`config.mk`:
```
export PLATFORM = sky130hd
export DESIGN_NAME = key_bank
export DESIGN_NICKNAME = d
export VERILOG_FILES = /design/src/rtl/key_bank.sv
export SDC_FILE = /design/constraint.sdc
export NUM_CORES = 1
export LEC_CHECK = 0
export ABC_AREA = 1
export CORE_UTILIZATION = 30
export CTS_CLUSTER_DIAMETER = 40
export CTS_CLUSTER_SIZE = 24
export DETAILED_ROUTE_END_ITERATION = 6
export PLACE_DENSITY_LB_ADDON = 0.2
export SETUP_SLACK_MARGIN = 0.02
export SLEW_MARGIN = 0
export SYNTH_ARGS = -nofsm -noshare
export SYNTH_HDL_FRONTEND = slang
export SYNTH_SLANG_ARGS = --single-unit
```
`constraint.sdc`:
```
create_clock -name clk -period 1.3 [get_ports clk]
set_clock_uncertainty 0.1 [all_clocks]
set_input_delay 0.195 -clock clk [delete_from_list [all_inputs] [get_ports clk]]
set_output_delay 0.195 -clock clk [all_outputs]
set_load 0.1 [all_outputs]
```
`src/rtl/key_bank.sv`:
```
// Multi-slot key store: word-serial atomic slot loads with sticky lock, registered full-width reads.
// Read latency 1 cycle, back-to-back reads allowed; no backpressure, illegal commands are dropped with an err pulse.
module key_bank #(
  parameter int KEY_W = 128,
  parameter int WORD_W = 32,
  parameter int NUM_SLOTS = 4,
  parameter logic [KEY_W-1:0] DEFAULT_KEY = 128'h6265657062656570606574747563652e,
  localparam int WPK = KEY_W / WORD_W,
  localparam int SW = (NUM_SLOTS > 1) ? $clog2(NUM_SLOTS) : 1
) (
  input  logic              clk,
  input  logic              n_rst,
  input  logic              load_start,
  input  logic [SW-1:0]     load_slot,
  input  logic              wr_en,
  input  logic [WORD_W-1:0] wr_data,
  input  logic              abort,
  input  logic              lock,
  input  logic              rd_req,
  input  logic [SW-1:0]     rd_slot,
  output logic [KEY_W-1:0]  key_out,
  output logic              key_valid,
  output logic              busy,
  output logic              locked,
  output logic              err
);

  localparam int CW = $clog2(WPK + 1);
  localparam logic [CW-1:0] LAST_WORD = CW'(WPK - 1);

  typedef enum logic [1:0] {
    S_IDLE   = 2'd0,
    S_LOAD   = 2'd1,
    S_COMMIT = 2'd2
  } state_t;

  state_t           r_state;
  state_t           w_state_nx;
  logic [CW-1:0]    r_count;
  logic [KEY_W-1:0] r_stage;
  logic [SW-1:0]    r_tgt;
  logic [KEY_W-1:0] r_slots [NUM_SLOTS];
  logic [KEY_W-1:0] r_key_out;
  logic             r_key_valid;
  logic             r_locked;
  logic             r_err;

  logic w_ld_in_range;
  logic w_rd_in_range;
  logic w_start_ok;
  logic w_shift;
  logic w_abort;
  logic w_commit;
  logic w_ld_err;
  logic w_rd_ok;
  logic w_rd_err;

  assign w_ld_in_range = int'(load_slot) < NUM_SLOTS;
  assign w_rd_in_range = int'(rd_slot) < NUM_SLOTS;
  assign w_rd_ok       = rd_req & w_rd_in_range;
  assign w_rd_err      = rd_req & ~w_rd_in_range;

  always_comb begin
    w_state_nx = r_state;
    w_start_ok = 1'b0;
    w_shift    = 1'b0;
    w_abort    = 1'b0;
    w_commit   = 1'b0;
    w_ld_err   = 1'b0;
    case (r_state)
      S_IDLE: begin
        if (load_start) begin
          if (!r_locked && w_ld_in_range) begin
            w_start_ok = 1'b1;
            w_state_nx = S_LOAD;
          end else begin
            w_ld_err = 1'b1;
          end
        end
        // A word arriving alongside an accepted start is silently dropped.
        if (wr_en && !w_start_ok) w_ld_err = 1'b1;
      end
      S_LOAD: begin
        if (load_start) w_ld_err = 1'b1;
        if (abort) begin
          w_abort    = 1'b1;
          w_state_nx = S_IDLE;
        end else if (wr_en) begin
          w_shift = 1'b1;
          if (r_count == LAST_WORD) w_state_nx = S_COMMIT;
        end
      end
      S_COMMIT: begin
        w_commit   = 1'b1;
        w_state_nx = S_IDLE;
        if (load_start || wr_en) w_ld_err = 1'b1;
      end
      default: w_state_nx = S_IDLE;
    endcase
  end

  always_ff @(posedge clk or negedge n_rst) begin
    if (!n_rst) begin
      r_state <= S_IDLE;
    end else begin
      r_state <= w_state_nx;
    end
  end

  always_ff @(posedge clk or negedge n_rst) begin
    if (!n_rst) begin
      r_count <= '0;
      r_stage <= '0;
      r_tgt   <= '0;
    end else begin
      if (w_start_ok || w_abort || w_commit) begin
        r_count <= '0;
      end else if (w_shift) begin
        r_count <= r_count + CW'(1);
      end
      if (w_shift) r_stage <= {r_stage[KEY_W-WORD_W-1:0], wr_data};
      if (w_start_ok) r_tgt <= load_slot;
    end
  end

  // Read uses the pre-commit slot contents, so a read at the commit edge sees the old key.
  always_ff @(posedge clk or negedge n_rst) begin
    if (!n_rst) begin
      for (int i = 0; i < NUM_SLOTS; i++) r_slots[i] <= DEFAULT_KEY;
      r_key_out   <= '0;
      r_key_valid <= 1'b0;
      r_locked    <= 1'b0;
      r_err       <= 1'b0;
    end else begin
      if (w_commit) r_slots[r_tgt] <= r_stage;
      if (w_rd_ok) r_key_out <= r_slots[rd_slot];
      r_key_valid <= w_rd_ok;
      r_locked    <= r_locked | lock;
      r_err       <= w_ld_err | w_rd_err;
    end
  end

  assign key_out   = r_key_out;
  assign key_valid = r_key_valid;
  assign busy      = (r_state != S_IDLE);
  assign locked    = r_locked;
  assign err       = r_err;

endmodule

```
==> metrics <==
status complete, but fails checks; failing checks setup timing; cell count after synthesis roughly 4,300; total grt overflow 0; Net Count, Synth approximately 4,300; vias in the first global route approximately 27,000; logic gate share of total power 12.1%; Cell variety after synth 22; Synth area leader dfrtp_1; initial core utilization 30.38%; DIE AREA about 0.12 mm2; Worst Setup SP r_state[1]; Total GRT Usage a little under a fifth; sw power roughly 20 mW; Critical R2R Launch r_state[0]; top-area cell type share of the netlist area between 30% and 40%; clk sink count 778; Critical-path top delay cell dfrtp_1; via count 29,380; port bufs roughly 170; area of the multi-input gates between 0.01 and 0.015 mm2; diode count 0; max-capacitance violation count 0; CP max stage delay 390 ps; CP Launch Type flop; Critical Path, Cell by Cell buf_6 -> nor2_4 -> buf_6 -> clkinvlp_4 -> buf_12; CP Capture Point busy; Hold WC Path Type primary input to asynchronous set/reset pin; Clock Latency Late Sink 740 ps; reg-to-reg critical path endpoint r_slots[465]; # fillers 10,930; CTS root buf clkbuf_16; peak supply drop around 1000 uV; crit-path max FO 2; Clk pwr share between 50 and 60%; Final nets about 4,800; gpl congestion 0.7712; commonest non-fill, non-tap cell in the layout nand2_1; sw frac 27.55%; count of state elements after synthesis about 800; placed instance area around 0.041 mm2; largest net degree at the start of global routing just under 100; Pre-antenna DRT Iters 7; synthesized area approximately 0.034 mm2; final core occ ~45%; first-pass GRT wire length between 150,000 and 200,000 um; Internal Power 51.90 mW; Slew @ Worst Pin 434.8 ps; htree depth 4; Seq pwr share 35.8%; post-synthesis sequential area ratio a little under three fifths; Max Clk Rate roughly 500 MHz; DRC 0; share of cells above drive strength 1 around 28%; clock buffer depth 3; Reg area 0.01979 mm2; antenna viol nets, final 0; die width between 300 and 400 um; area of the core roughly 0.11 mm2; final wirelength between 100,000 and 150,000 um; Period minus WS final 2009 ps; Synth area leaders dfrtp_1, nand2_1, dfstp_2; nature of the critical path endpoint primary output; Hold Violations, Final 0; static leakage 23.21 nW; DR vias/cell between 4 and 5; most frequent cells in the layout nand2_1, inv_1, dfrtp_1, o21ai_0, nand3_1; clock-pin slew of the registers on the worst-case setup and hold paths about 50 ps; syn_area_per_cell roughly 8.0 um2; Min Hold Slack ~34 ps; Die Ht around 340 um; HPWL Detailed between 60,000 and 70,000 um; WL/cell 19.47 um; Synth Warn # 0; initial drt markers between 2,000 and 2,500; PwrDens 1410 mW/mm2; relative slew slack a little under three quarters; post-route design area 0.05082 mm2; flop-to-flop setup slack -600 ps; final setup margin -709.1 ps; required time of the critical path 1000 ps; final setup violation count 779; final critical-path share of the clock period 154.5%; cts bufs inserted ~140; Final Slew Violations 0; CP arrival about 1700 ps; initial antenna violation count 1; area grow syn2layout 48.11%; CP most frequent cell buf_6; Rows 123; RSZ-0062 raised after global routing true; Worst R2R Path Depth 10; # IOs approximately 180; CTS tree built; critical path class flop to primary output
==> synthesized netlist by cell type, drive strengths merged <==
master,instances
nor2,10
o21ai,642
clkbuf,129
buf,124
nand3,264
nor3,1
dfstp,236
nand2,1675
ha,2
a21oi,3
inv,653
or2,2
dfrtp,542
==> stage by stage <==
stage | cells | setup TNS, ps | power (mW) | setup WS (ps)
2_1_floorplan | 4283 | -26280 | 30.07 | -63.57
3_3_place_gp | 5895 | -189570 | 34.43 | -499.2
3_5_place_dp | 5895 | -191530 | 34.42 | -499.0
4_1_cts | 6260 | -280130 | 72.33 | -738.7
5_1_grt | 6356 | -376650 | 74.05 | -760.6
6_report | 6356 | -337950 | 71.64 | -709.1
==> sequential cells by signal, indices dropped and copies added, names as in the netlist <==
signal,count
key_valid,1
err,1
r_stage,128
locked,1
r_count,3
key_out,128
r_tgt,2
r_slots,512
r_state,2
==> metal layers <==
layer | wire length (um) | vias up | track usage, %
li1 | - | 14130 | -
met1 | 55710 | 14290 | 26.35
met2 | 58460 | 786 | 30.16
met3 | 5879 | 178 | 3.111
met4 | 3684 | 0 | 6.857
met5 | 0 | - | 0
==> layout make-up <==
class,count,share of cell area [%]
well taps,1500,3.693
repair buffers,572,18.29
multi-input cells,2599,24.72
clock inverters,79,2.075
inverters,653,4.865
clock buffers,175,7.425
flip-flops and latches,778,38.93
==> worst max-delay path: cells and delay by family (launching register included) <==
kind | cells | cell delay, ps
flip-flops | 1 | 390
AND/OR/NAND/NOR | 1 | 110
buffers and inverters | 4 | 500
==> power groups by stage <==
stage	combinational, mW	clock (mW)	sequential, mW
2_1_floorplan	1.76	0	28.3
3_3_place_gp	8.41	0	26.0
3_5_place_dp	8.42	0	26.0
4_1_cts	8.66	38.0	25.6
5_1_grt	9.23	39.1	25.7
6_report	8.65	37.4	25.6
==> worst min-delay path by stage <==
stage | from | endpoint | slack, ps
after floorplan | n_rst | err | -200
after global placement | n_rst | r_stage[109] | -50
after detailed placement | n_rst | r_stage[109] | -40
after CTS | n_rst | r_slots[496] | 3
after global routing | n_rst | r_slots[496] | 30
final | n_rst | r_slots[496] | 30
==> kinds of logic (layout without fill, tap and decap cells) <==
family | Yosys count | count (layout) | synth area share (%)
AOI/OAI and AO/OA | 645 | 645 | 9.408
adders and majority gates | 2 | 2 | 0.07292
buffers and inverters | 906 | 1479 | 10.49
DFF | 778 | 778 | 57.60
and+or+nand+nor | 1952 | 1952 | 22.43
==> repair_timing <==
action / 4_1_cts / 5_1_grt
resized for setup: 133 / 710
hold buffers: 37 / 0
buffers inserted: 50 / 17
endpoints found under the hold margin: 929 / 0
endpoints found under the setup margin: 779 / 782
gates cloned: 24 / 83
pin swaps: 2 / 8
No activity file was read; power rests on OpenSTA's default activity.
